[config.mk]
export PLATFORM = sky130hd
export DESIGN_NAME = alu_control_unit
export DESIGN_NICKNAME = d
export VERILOG_FILES = /design/src/rtl/alu_control_unit.sv
export SDC_FILE = /design/constraint.sdc
export NUM_CORES = 1
export LEC_CHECK = 0
export ABC_AREA = 1
export CAP_MARGIN = 20
export CORE_UTILIZATION = 33
export DETAILED_ROUTE_END_ITERATION = 7
export PLACE_DENSITY = 0.79
export SLEW_MARGIN = 15
export SYNTH_ARGS = -nofsm -noshare
export SYNTH_HDL_FRONTEND = slang
export SYNTH_SLANG_ARGS = --single-unit
[constraint.sdc]
create_clock -name clk -period 1.2 [get_ports clk]
set_input_delay 0.12 -clock clk [delete_from_list [all_inputs] [get_ports clk]]
set_output_delay 0.12 -clock clk [all_outputs]
set_load 0.05 [all_outputs]
[src/rtl/alu_control_unit.sv]
// -----------------------------------------------------------------------------
// alu_control_unit
//
// Registered instruction-decode control block for a single-issue RISC-V
// datapath. The opcode drives the main datapath controls. The decoded aluOp,
// together with funct7/funct3, selects the 4-bit ALU operation. Every output
// is a flop, so a decode reaches the execute stage exactly one clock after the
// instruction is presented. A new instruction is accepted every cycle.
//
// Ports:
//   clk          in   1   rising-edge clock
//   rst_n        in   1   asynchronous active-low reset
//   instruction  in  32   instruction word (opcode [6:0], funct3 [14:12],
//                         funct7 [31:25])
//   in_valid     in   1   instruction is valid this cycle
//   out_valid    out  1   registered in_valid
//   aluSrc       out  1   ALU operand B is the immediate
//   memToReg     out  1   write-back data comes from memory
//   regWrite     out  1   register-file write enable
//   memRead      out  1   data-memory read enable
//   memWrite     out  1   data-memory write enable
//   branch       out  1   conditional branch instruction
//   aluOp        out  2   00 add, 01 sub/compare, 10 R-type decode, 11 unused
//   aluControl   out  4   0000 AND, 0001 OR, 0010 add, 0110 sub, 1111 invalid
//   illegal      out  1   opcode or R-type function is unsupported
// -----------------------------------------------------------------------------
module alu_control_unit (
    input  logic        clk,
    input  logic        rst_n,
    input  logic [31:0] instruction,
    input  logic        in_valid,
    output logic        out_valid,
    output logic        aluSrc,
    output logic        memToReg,
    output logic        regWrite,
    output logic        memRead,
    output logic        memWrite,
    output logic        branch,
    output logic [1:0]  aluOp,
    output logic [3:0]  aluControl,
    output logic        illegal
);

    // Opcodes of the supported instruction classes
    localparam logic [6:0] OPC_RTYPE = 7'b0110011;
    localparam logic [6:0] OPC_LOAD  = 7'b0000011;
    localparam logic [6:0] OPC_STORE = 7'b0100011;
    localparam logic [6:0] OPC_BEQ   = 7'b1100011;

    // aluOp encodings
    localparam logic [1:0] ALUOP_ADD   = 2'b00;
    localparam logic [1:0] ALUOP_SUB   = 2'b01;
    localparam logic [1:0] ALUOP_RTYPE = 2'b10;

    // R-type function fields
    localparam logic [6:0] F7_BASE = 7'b0000000;
    localparam logic [6:0] F7_ALT  = 7'b0100000;
    localparam logic [2:0] F3_ADD  = 3'b000;
    localparam logic [2:0] F3_OR   = 3'b110;
    localparam logic [2:0] F3_AND  = 3'b111;

    // aluControl encodings
    localparam logic [3:0] ALUC_AND = 4'b0000;
    localparam logic [3:0] ALUC_OR  = 4'b0001;
    localparam logic [3:0] ALUC_ADD = 4'b0010;
    localparam logic [3:0] ALUC_SUB = 4'b0110;
    localparam logic [3:0] ALUC_INV = 4'b1111;

    // Main datapath controls, packed in the documented field order
    typedef struct packed {
        logic       alu_src;
        logic       mem_to_reg;
        logic       reg_write;
        logic       mem_read;
        logic       mem_write;
        logic       branch;
        logic [1:0] alu_op;
    } ctrl_t;

    localparam ctrl_t CTRL_NONE = '{1'b0, 1'b0, 1'b0, 1'b0, 1'b0, 1'b0, 2'b00};

    // Instruction fields
    logic [6:0] opcode_s;
    logic [2:0] funct3_s;
    logic [6:0] funct7_s;
    logic       unused_fields_s;

    assign opcode_s = instruction[6:0];
    assign funct3_s = instruction[14:12];
    assign funct7_s = instruction[31:25];
    // Register and immediate fields play no part in control decode
    assign unused_fields_s = ^{instruction[24:15], instruction[11:7]};

    // Combinational decode results
    ctrl_t      main_ctrl_s;
    logic       opc_illegal_s;
    logic [3:0] alu_ctrl_s;
    logic       fn_illegal_s;

    // Next-state values and registered state
    ctrl_t      ctrl_d;
    ctrl_t      ctrl_q;
    logic [3:0] alu_ctrl_d;
    logic [3:0] alu_ctrl_q;
    logic       illegal_d;
    logic       illegal_q;
    logic       valid_d;
    logic       valid_q;

    // Main decode from the opcode. Only exact matches of the four supported
    // opcodes fall into a decode arm; anything else, including unknown bits,
    // lands in the default arm and is treated as illegal with every enable 0.
    always_comb begin
        main_ctrl_s   = CTRL_NONE;
        opc_illegal_s = 1'b0;
        case (opcode_s)
            OPC_RTYPE: main_ctrl_s = '{1'b0, 1'b0, 1'b1, 1'b0, 1'b0, 1'b0, ALUOP_RTYPE};
            // Load/store width in funct3 is deliberately ignored
            OPC_LOAD:  main_ctrl_s = '{1'b1, 1'b1, 1'b1, 1'b1, 1'b0, 1'b0, ALUOP_ADD};
            OPC_STORE: main_ctrl_s = '{1'b1, 1'b0, 1'b0, 1'b0, 1'b1, 1'b0, ALUOP_ADD};
            OPC_BEQ:   main_ctrl_s = '{1'b0, 1'b0, 1'b0, 1'b0, 1'b0, 1'b1, ALUOP_SUB};
            default: begin
                main_ctrl_s   = CTRL_NONE;
                opc_illegal_s = 1'b1;
            end
        endcase
    end

    // ALU decode from the decoded aluOp and the R-type function fields.
    // An unsupported R-type combination reports invalid and raises illegal.
    always_comb begin
        alu_ctrl_s   = ALUC_INV;
        fn_illegal_s = 1'b0;
        case (main_ctrl_s.alu_op)
            ALUOP_ADD: alu_ctrl_s = ALUC_ADD;
            ALUOP_SUB: alu_ctrl_s = ALUC_SUB;
            ALUOP_RTYPE: begin
                case ({funct7_s, funct3_s})
                    {F7_BASE, F3_ADD}: alu_ctrl_s = ALUC_ADD;
                    {F7_ALT,  F3_ADD}: alu_ctrl_s = ALUC_SUB;
                    {F7_BASE, F3_AND}: alu_ctrl_s = ALUC_AND;
                    {F7_BASE, F3_OR}:  alu_ctrl_s = ALUC_OR;
                    default: begin
                        alu_ctrl_s   = ALUC_INV;
                        fn_illegal_s = 1'b1;
                    end
                endcase
            end
            default: alu_ctrl_s = ALUC_INV;
        endcase
    end

    // Next-state selection: a valid instruction loads its decode with the
    // illegal overrides applied; otherwise the flops load an all-zero bubble.
    always_comb begin
        ctrl_d     = CTRL_NONE;
        alu_ctrl_d = 4'b0000;
        illegal_d  = 1'b0;
        valid_d    = 1'b0;
        if (in_valid == 1'b1) begin
            valid_d    = 1'b1;
            ctrl_d     = main_ctrl_s;
            alu_ctrl_d = alu_ctrl_s;
            illegal_d  = 1'b0;
            if (opc_illegal_s) begin
                // Unknown opcode: no architectural effect, ALU marked invalid
                alu_ctrl_d = ALUC_INV;
                illegal_d  = 1'b1;
            end else if (fn_illegal_s) begin
                // Unsupported R-type function: suppress the register write
                ctrl_d.reg_write = 1'b0;
                illegal_d        = 1'b1;
            end else begin
                illegal_d = 1'b0;
            end
        end else begin
            valid_d    = 1'b0;
            ctrl_d     = CTRL_NONE;
            alu_ctrl_d = 4'b0000;
            illegal_d  = 1'b0;
        end
    end

    // Output registers; reset clears every output without waiting for a clock
    always_ff @(posedge clk or negedge rst_n) begin
        if (!rst_n) begin
            ctrl_q     <= CTRL_NONE;
            alu_ctrl_q <= 4'b0000;
            illegal_q  <= 1'b0;
            valid_q    <= 1'b0;
        end else begin
            ctrl_q     <= ctrl_d;
            alu_ctrl_q <= alu_ctrl_d;
            illegal_q  <= illegal_d;
            valid_q    <= valid_d;
        end
    end

    assign out_valid  = valid_q;
    assign aluSrc     = ctrl_q.alu_src;
    assign memToReg   = ctrl_q.mem_to_reg;
    assign regWrite   = ctrl_q.reg_write;
    assign memRead    = ctrl_q.mem_read;
    assign memWrite   = ctrl_q.mem_write;
    assign branch     = ctrl_q.branch;
    assign aluOp      = ctrl_q.alu_op;
    assign aluControl = alu_ctrl_q;
    assign illegal    = illegal_q;

endmodule

==> flow_summary.rst, run 1 <==
.. list-table::
   :header-rows: 1

   * - Metric
     - Value
   * - IO Port Bufs
     - 33
   * - Biggest area contributors in the synthesized netlist
     - sky130_fd_sc_hd__dfrtp_1, sky130_fd_sc_hd__nand2_1, sky130_fd_sc_hd__nor2_1
   * - Drt pass-1 iters
     - 8
   * - Area of the multi-input gates
     - 223 um^2
   * - Peak supply drop
     - 0.426 mV
   * - Wire length of the first global-routing pass
     - 2590 um
   * - DRT iter0 DRCs
     - 22
   * - I/O Pins
     - 49
   * - Final Wtd Congestion
     - 0.808
   * - Kind of cell adding the most delay to the critical path
     - simple AND/OR/NAND/NOR gates
   * - Routed WL
     - 1450 um
   * - Routed via count divided by cell count
     - 4.66
   * - Syn Std Cell Area
     - 588 um^2
   * - Static leakage
     - 0.557 nW
   * - Final Max Slew Viols
     - 0
   * - Maximum number of pins on one net before global-route repair
     - 13
   * - Root buf cell
     - sky130_fd_sc_hd__clkbuf_4
   * - Total DRC errors in the routed layout
     - 2
   * - Number of warnings reported in the yosys synthesis log
     - 0
   * - Seq/Total Area, Yosys
     - 0.511
   * - Count of standard-cell rows
     - 14
   * - Largest buffer count on any clock path
     - 2
   * - Critical setup path kind
     - in -> reg
   * - Critical-path cell list
     - clkdlybuf4s50_1 -> or2_1 -> nor2_2 -> o21ai_1 -> nand2_2 -> nand2_2 -> nand2_2 -> inv_1
   * - Antenna-violating nets left
     - 0
   * - Max-slew headroom at the worst pin
     - 0.657
   * - TritonCTS Sinks
     - 12
   * - Overall die area
     - 1950 um^2
   * - CP Data Required Time
     - 1.35 ns
   * - Fraction of final layout cells with drive strength greater than 1
     - 0.310
   * - Cell variety after synth
     - 17
   * - CP max-delay cell
     - sky130_fd_sc_hd__clkdlybuf4s50_1
   * - Width of the die
     - 44.2 um
   * - Shortest clock period the worst path allows after layout
     - 1.11 ns
   * - Final setup violating endpoints
     - 0
   * - Cells after Synth
     - 74
   * - Sum of net half-perimeters after detailed placement
     - 1270 um
   * - Post-route worst setup slack
     - 0.0911 ns
   * - Delay of the slowest critical-path stage
     - 0.41 ns
   * - Area taken by flip-flops and latches
     - 300 um^2
   * - Cell seen most often among critical-path stages
     - sky130_fd_sc_hd__nand2_2
   * - Overall Global Routing Usage
     - 0.181
   * - Pwr per Cell Area
     - 829 nW/um^2
   * - Via count of the first global-routing pass
     - 611
   * - Proportion of netlist area held by the largest area contributor
     - 0.511
   * - Routed via count
     - 615
   * - Count of filler cells inserted in the layout
     - 103
   * - Number of diodes added for antenna fixing
     - 0
   * - Post-synthesis net count
     - 109
   * - Period Utilization, post-route
     - 0.924
   * - Setup Slack @ Placement
     - -0.169 ns
   * - Transition time of the tightest slew-check pin
     - 0.513 ns
   * - Vertical die dimension
     - 44.2 um
   * - Clock buffers created by TritonCTS
     - 3
   * - Commonest cells after routing, fill and taps aside
     - sky130_fd_sc_hd__clkdlybuf4s50_1, sky130_fd_sc_hd__buf_12, sky130_fd_sc_hd__nand2_1, sky130_fd_sc_hd__nor2_1, sky130_fd_sc_hd__dfrtp_1
   * - Number of failing hold endpoints at the final stage
     - 0
   * - Area growth, synth to finish
     - 96.0%
   * - Worst-path fanout max
     - 3
   * - Violated checks
     - DRC
   * - Most common cell after layout, fill and taps aside
     - sky130_fd_sc_hd__clkdlybuf4s50_1
   * - Critical path buffer and inverter count
     - 2
   * - Initial standard-cell utilization of the core
     - 0.373
   * - Hold Path Class
     - in -> async
   * - Routed len/inst
     - 11.0 um
   * - Core Area
     - 1580 um^2
   * - Clock-pin slew on the worst setup and hold paths
     - 0.07 ns
   * - Number of maximum-capacitance violations
     - 0
   * - Final global-route overflow total
     - 0
   * - Number of antenna violations at the first check in global routing
     - 0
   * - Post CTS Setup Buffer Count
     - 0
   * - Cell taking the most area after synthesis
     - sky130_fd_sc_hd__dfrtp_1
   * - Cells resized by post-CTS repair
     - 0
   * - CTS tree
     - yes
   * - Critical Path End Type
     - register
   * - Status
     - complete, but fails checks
   * - Type of origin of the critical path
     - primary input
   * - Post-synthesis area per instance
     - 7.95 um^2
   * - CTS H-tree depth
     - 1
   * - Worst EP arrival
     - 1.26 ns
   * - FF+latch count, synth
     - 12
   * - Max Freq
     - 0.902 GHz
   * - RSZ-0062 raised after global routing
     - no
   * - Number of buffers inserted for hold repair after clock tree synthesis
     - 0
   * - Total number of nets in the final design
     - 152
   * - Final hold slack
     - 0.201 ns
==> flip-flops by register name (all words and copies together) (netlist names) <==
signal and flops:
aluOp 2, aluSrc 1, out_valid 1, aluControl 4, memRead 1, memWrite 1, illegal 1, regWrite 1
==> final timing paths <==
kind,start,end,cells past startpoint
max,instruction[25],aluControl[3],8
min,rst_n,regWrite,1
max in group asynchronous,rst_n,aluControl[2],1
min in group clk,in_valid,out_valid,2
==> report_power, final <==
part	internal (mW)	total, mW	leakage (nW)	switching [mW]
Combinational	0.124	0.229	0.382	0.105
Clock	0.184	0.300	0.0210	0.116
Sequential	0.417	0.427	0.154	0.0106
Total	0.724	0.956	0.557	0.231
==> stage by stage <==
| stage | utilization | std cells | TNS [ns] | power (mW) | area [um^2] |
|---|---|---|---|---|---|
| floorplan | - | 74 | 0 | 0.510 | 588 |
| global placement | 0.708 | 128 | -0.704 | 0.656 | 1120 |
| detailed placement | 0.708 | 128 | -0.939 | 0.664 | 1120 |
| CTS | 0.731 | 132 | 0 | 0.961 | 1150 |
| global route | 0.731 | 132 | 0 | 0.996 | 1150 |
| finish | 0.731 | 132 | 0 | 0.956 | 1150 |
==> synthesized netlist by cell type <==
master                     instances
sky130_fd_sc_hd__nor2_2            3
sky130_fd_sc_hd__or2_1             1
sky130_fd_sc_hd__clkinv_2          1
sky130_fd_sc_hd__nand2_1          13
sky130_fd_sc_hd__a21oi_1           3
sky130_fd_sc_hd__nand2_2           5
sky130_fd_sc_hd__dfrtp_1          12
sky130_fd_sc_hd__clkinv_1          1
sky130_fd_sc_hd__nor2_1           13
sky130_fd_sc_hd__nand3_1           5
sky130_fd_sc_hd__inv_2             1
sky130_fd_sc_hd__nor2_4            1
sky130_fd_sc_hd__o21ai_1           1
sky130_fd_sc_hd__nor3_1            1
sky130_fd_sc_hd__o211ai_1          1
sky130_fd_sc_hd__buf_4             2
sky130_fd_sc_hd__inv_1            10
==> metal layers <==
| layer | track usage | wire (um) | vias to the layer above |
|---|---|---|---|
| li1 | - | - | 303 |
| met4 | 0.0364 | 0 | 0 |
| met5 | 0 | 0 | - |
| met2 | 0.353 | 812 | 26 |
| met3 | 0.0286 | 85 | 0 |
| met1 | 0.205 | 554 | 286 |
==> final cells by class <==
type,instances,area share
Multi-Input combinational cell,47,0.193
Sequential cell,12,0.261
Inverter,13,0.0434
Tap cell,16,0.0174
Clock buffer,4,0.0315
Timing Repair Buffer,40,0.454
==> cell families (layout without fill, tap and decap cells) <==
family	after synthesis	after routing	synth area share
flops	12	12	0.511
simple gates	42	42	0.332
buf+inv	15	57	0.111
compound gates	5	5	0.0468
Note: power is estimated with default switching activity, not from simulation.
==> run 2: changes to the inputs <==
- SETUP_SLACK_MARGIN: unset -> 0.15
- clock period: 1.2 -> 1.4 ns (I/O delays scaled with it)
==> flow_summary.rst, run 2 (synthesis gave the netlist of run 1 again) <==
.. list-table::
   :header-rows: 1

   * - Metric
     - Value
   * - Routed via count divided by cell count
     - 4.43
   * - Area of the multi-input gates
     - 223 um^2
   * - Type of origin of the critical path
     - primary input
   * - Routed len/inst
     - 9.31 um
   * - Total DRC errors in the routed layout
     - 0
   * - Vertical die dimension
     - 44.2 um
   * - Count of standard-cell rows
     - 14
   * - Number of buffers inserted for hold repair after clock tree synthesis
     - 0
   * - Final setup violating endpoints
     - 0
   * - IO Port Bufs
     - 33
   * - Period Utilization, post-route
     - 0.785
   * - Max-slew headroom at the worst pin
     - 0.683
   * - Shortest clock period the worst path allows after layout
     - 1.10 ns
   * - Maximum number of pins on one net before global-route repair
     - 13
   * - Via count of the first global-routing pass
     - 516
   * - Clock-pin slew on the worst setup and hold paths
     - 0.06 ns
   * - Final Max Slew Viols
     - 0
   * - Final cell area excluding filler cells
     - 918 um^2
   * - Number of maximum-capacitance violations
     - 0
   * - Worst-path fanout max
     - 3
   * - I/O Pins
     - 49
   * - Cells resized by post-CTS repair
     - 0
   * - Peak supply drop
     - 0.382 mV
   * - Number of failing hold endpoints at the final stage
     - 0
   * - RSZ-0062 raised after global routing
     - no
   * - Pint
     - 0.528 mW
   * - Root buf cell
     - sky130_fd_sc_hd__clkbuf_4
   * - Overall die area
     - 1950 um^2
   * - Setup_tns
     - 0 ns
   * - Status
     - complete, no violations
   * - Final global-route overflow total
     - 0
   * - Critical Path End Type
     - register
   * - Hold Path Class
     - in -> async
   * - Overall Global Routing Usage
     - 0.143
   * - Post CTS Setup Buffer Count
     - 0
   * - Largest register FFs
     - 4
   * - Routed via count
     - 554
   * - Drt pass-1 iters
     - 6
   * - Max Freq
     - 0.910 GHz
   * - Logic pwr share
     - 0.223
   * - Part of the total power dissipated in the clock network
     - 0.267
   * - Antenna-violating nets left
     - 0
   * - Pwr per Cell Area
     - 769 nW/um^2
   * - Placed standard-cell area
     - 896 um^2
   * - Initial standard-cell utilization of the core
     - 0.373
   * - Transition time of the tightest slew-check pin
     - 0.473 ns
   * - TritonCTS Sinks
     - 12
   * - Total number of nets in the final design
     - 146
   * - Fraction of final layout cells with drive strength greater than 1
     - 0.266
   * - Final Wtd Congestion
     - 0.809
   * - Routed WL
     - 1160 um
   * - Area growth, synth to finish
     - 56.2%
   * - Most common cell after layout, fill and taps aside
     - sky130_fd_sc_hd__clkdlybuf4s50_1
   * - Count of filler cells inserted in the layout
     - 152
   * - CP Data Required Time
     - 1.55 ns
   * - Sum of net half-perimeters after detailed placement
     - 1020 um
   * - Net switching power figure
     - 0.178 mW
   * - Area taken by flip-flops and latches
     - 300 um^2
   * - Commonest cells after routing, fill and taps aside
     - sky130_fd_sc_hd__clkdlybuf4s50_1, sky130_fd_sc_hd__buf_4, sky130_fd_sc_hd__nand2_1, sky130_fd_sc_hd__nor2_1, sky130_fd_sc_hd__dfrtp_1
   * - Number of diodes added for antenna fixing
     - 0
   * - Worst EP arrival
     - 1.25 ns
   * - Core Area
     - 1580 um^2
   * - Width of the die
     - 44.2 um
   * - Number of antenna violations at the first check in global routing
     - 0
   * - Clock buffers created by TritonCTS
     - 3
   * - Switching Share
     - 0.252
   * - Largest buffer count on any clock path
     - 2
   * - CTS H-tree depth
     - 1
   * - Relative contribution of sequential cells to total power
     - 0.510
   * - Critical setup path kind
     - in -> reg
   * - Static leakage
     - 0.471 nW
   * - CTS tree
     - yes
   * - DRT iter0 DRCs
     - 13
   * - Wire length of the first global-routing pass
     - 2050 um
==> run 2: cell types whose count changed in the layout (fill, tap and decap cells not counted) <==
cell                       delta
sky130_fd_sc_hd__buf_12      -14
sky130_fd_sc_hd__clkbuf_8     -1
sky130_fd_sc_hd__buf_4        +8
==> run 2: layer usage <==
layer,global-route usage,part of all wire,up-vias
li1,-,-,291
met1,0.154,0.41,233
met2,0.247,0.50,28
met3,0.0367,0.076,2
met4,0.0909,0.010,0
met5,0,0,-
==> run 2: cell type report <==
class,count,area share
Timing Repair Buffer,34,0.330
Sequential cell,12,0.327
Multi-Input combinational cell,47,0.243
Inverter,13,0.0545
Clock buffer,3,0.0245
Tap cell,16,0.0218
==> run 2: metrics by stage <==
| step | util | cells | setup slack (ns) | hold slack (ns) | power, mW |
|---|---|---|---|---|---|
| 2_1_floorplan | - | 74 | 0.374 | -0.156 | 0.437 |
| 3_3_place_gp | 0.568 | 122 | 0.0453 | 0.493 | 0.521 |
| 3_5_place_dp | 0.568 | 122 | 0.0205 | 0.500 | 0.525 |
| 4_1_cts | 0.583 | 125 | 0.301 | 0.221 | 0.716 |
| 5_1_grt | 0.583 | 125 | 0.226 | 0.237 | 0.756 |
| 6_report | 0.583 | 125 | 0.301 | 0.207 | 0.706 |
==> run 2: path summary, 6_finish.rpt <==
| check | startpoint | to | slack [ns] | cells past startpoint |
|---|---|---|---|---|
| max in group asynchronous | rst_n | aluControl[3] | 0.87 | 1 |
| worst max-delay path | instruction[25] | aluControl[3] | 0.30 | 8 |
| worst min-delay path | rst_n | aluOp[0] | 0.21 | 1 |
| min in group clk | in_valid | out_valid | 0.44 | 1 |
==> run 2: power by group through the flow <==
stage               clock (mW)  combinational, mW  sequential [mW]
floorplan                    0             0.0323            0.405
global placement             0              0.155            0.366
detailed placement           0              0.159            0.366
CTS                      0.197              0.159            0.360
global route             0.225              0.171            0.360
finish                   0.189              0.158            0.360
==> run 2: worst max-delay path, stage by stage <==
cell and delay [ns]:
sky130_fd_sc_hd__clkdlybuf4s50_1 0.42, sky130_fd_sc_hd__or2_1 0.24, sky130_fd_sc_hd__nor2_2 0.12, sky130_fd_sc_hd__o21ai_1 0.09, sky130_fd_sc_hd__nand2_2 0.08, sky130_fd_sc_hd__nand2_2 0.05, sky130_fd_sc_hd__nand2_2 0.07, sky130_fd_sc_hd__inv_1 0.05
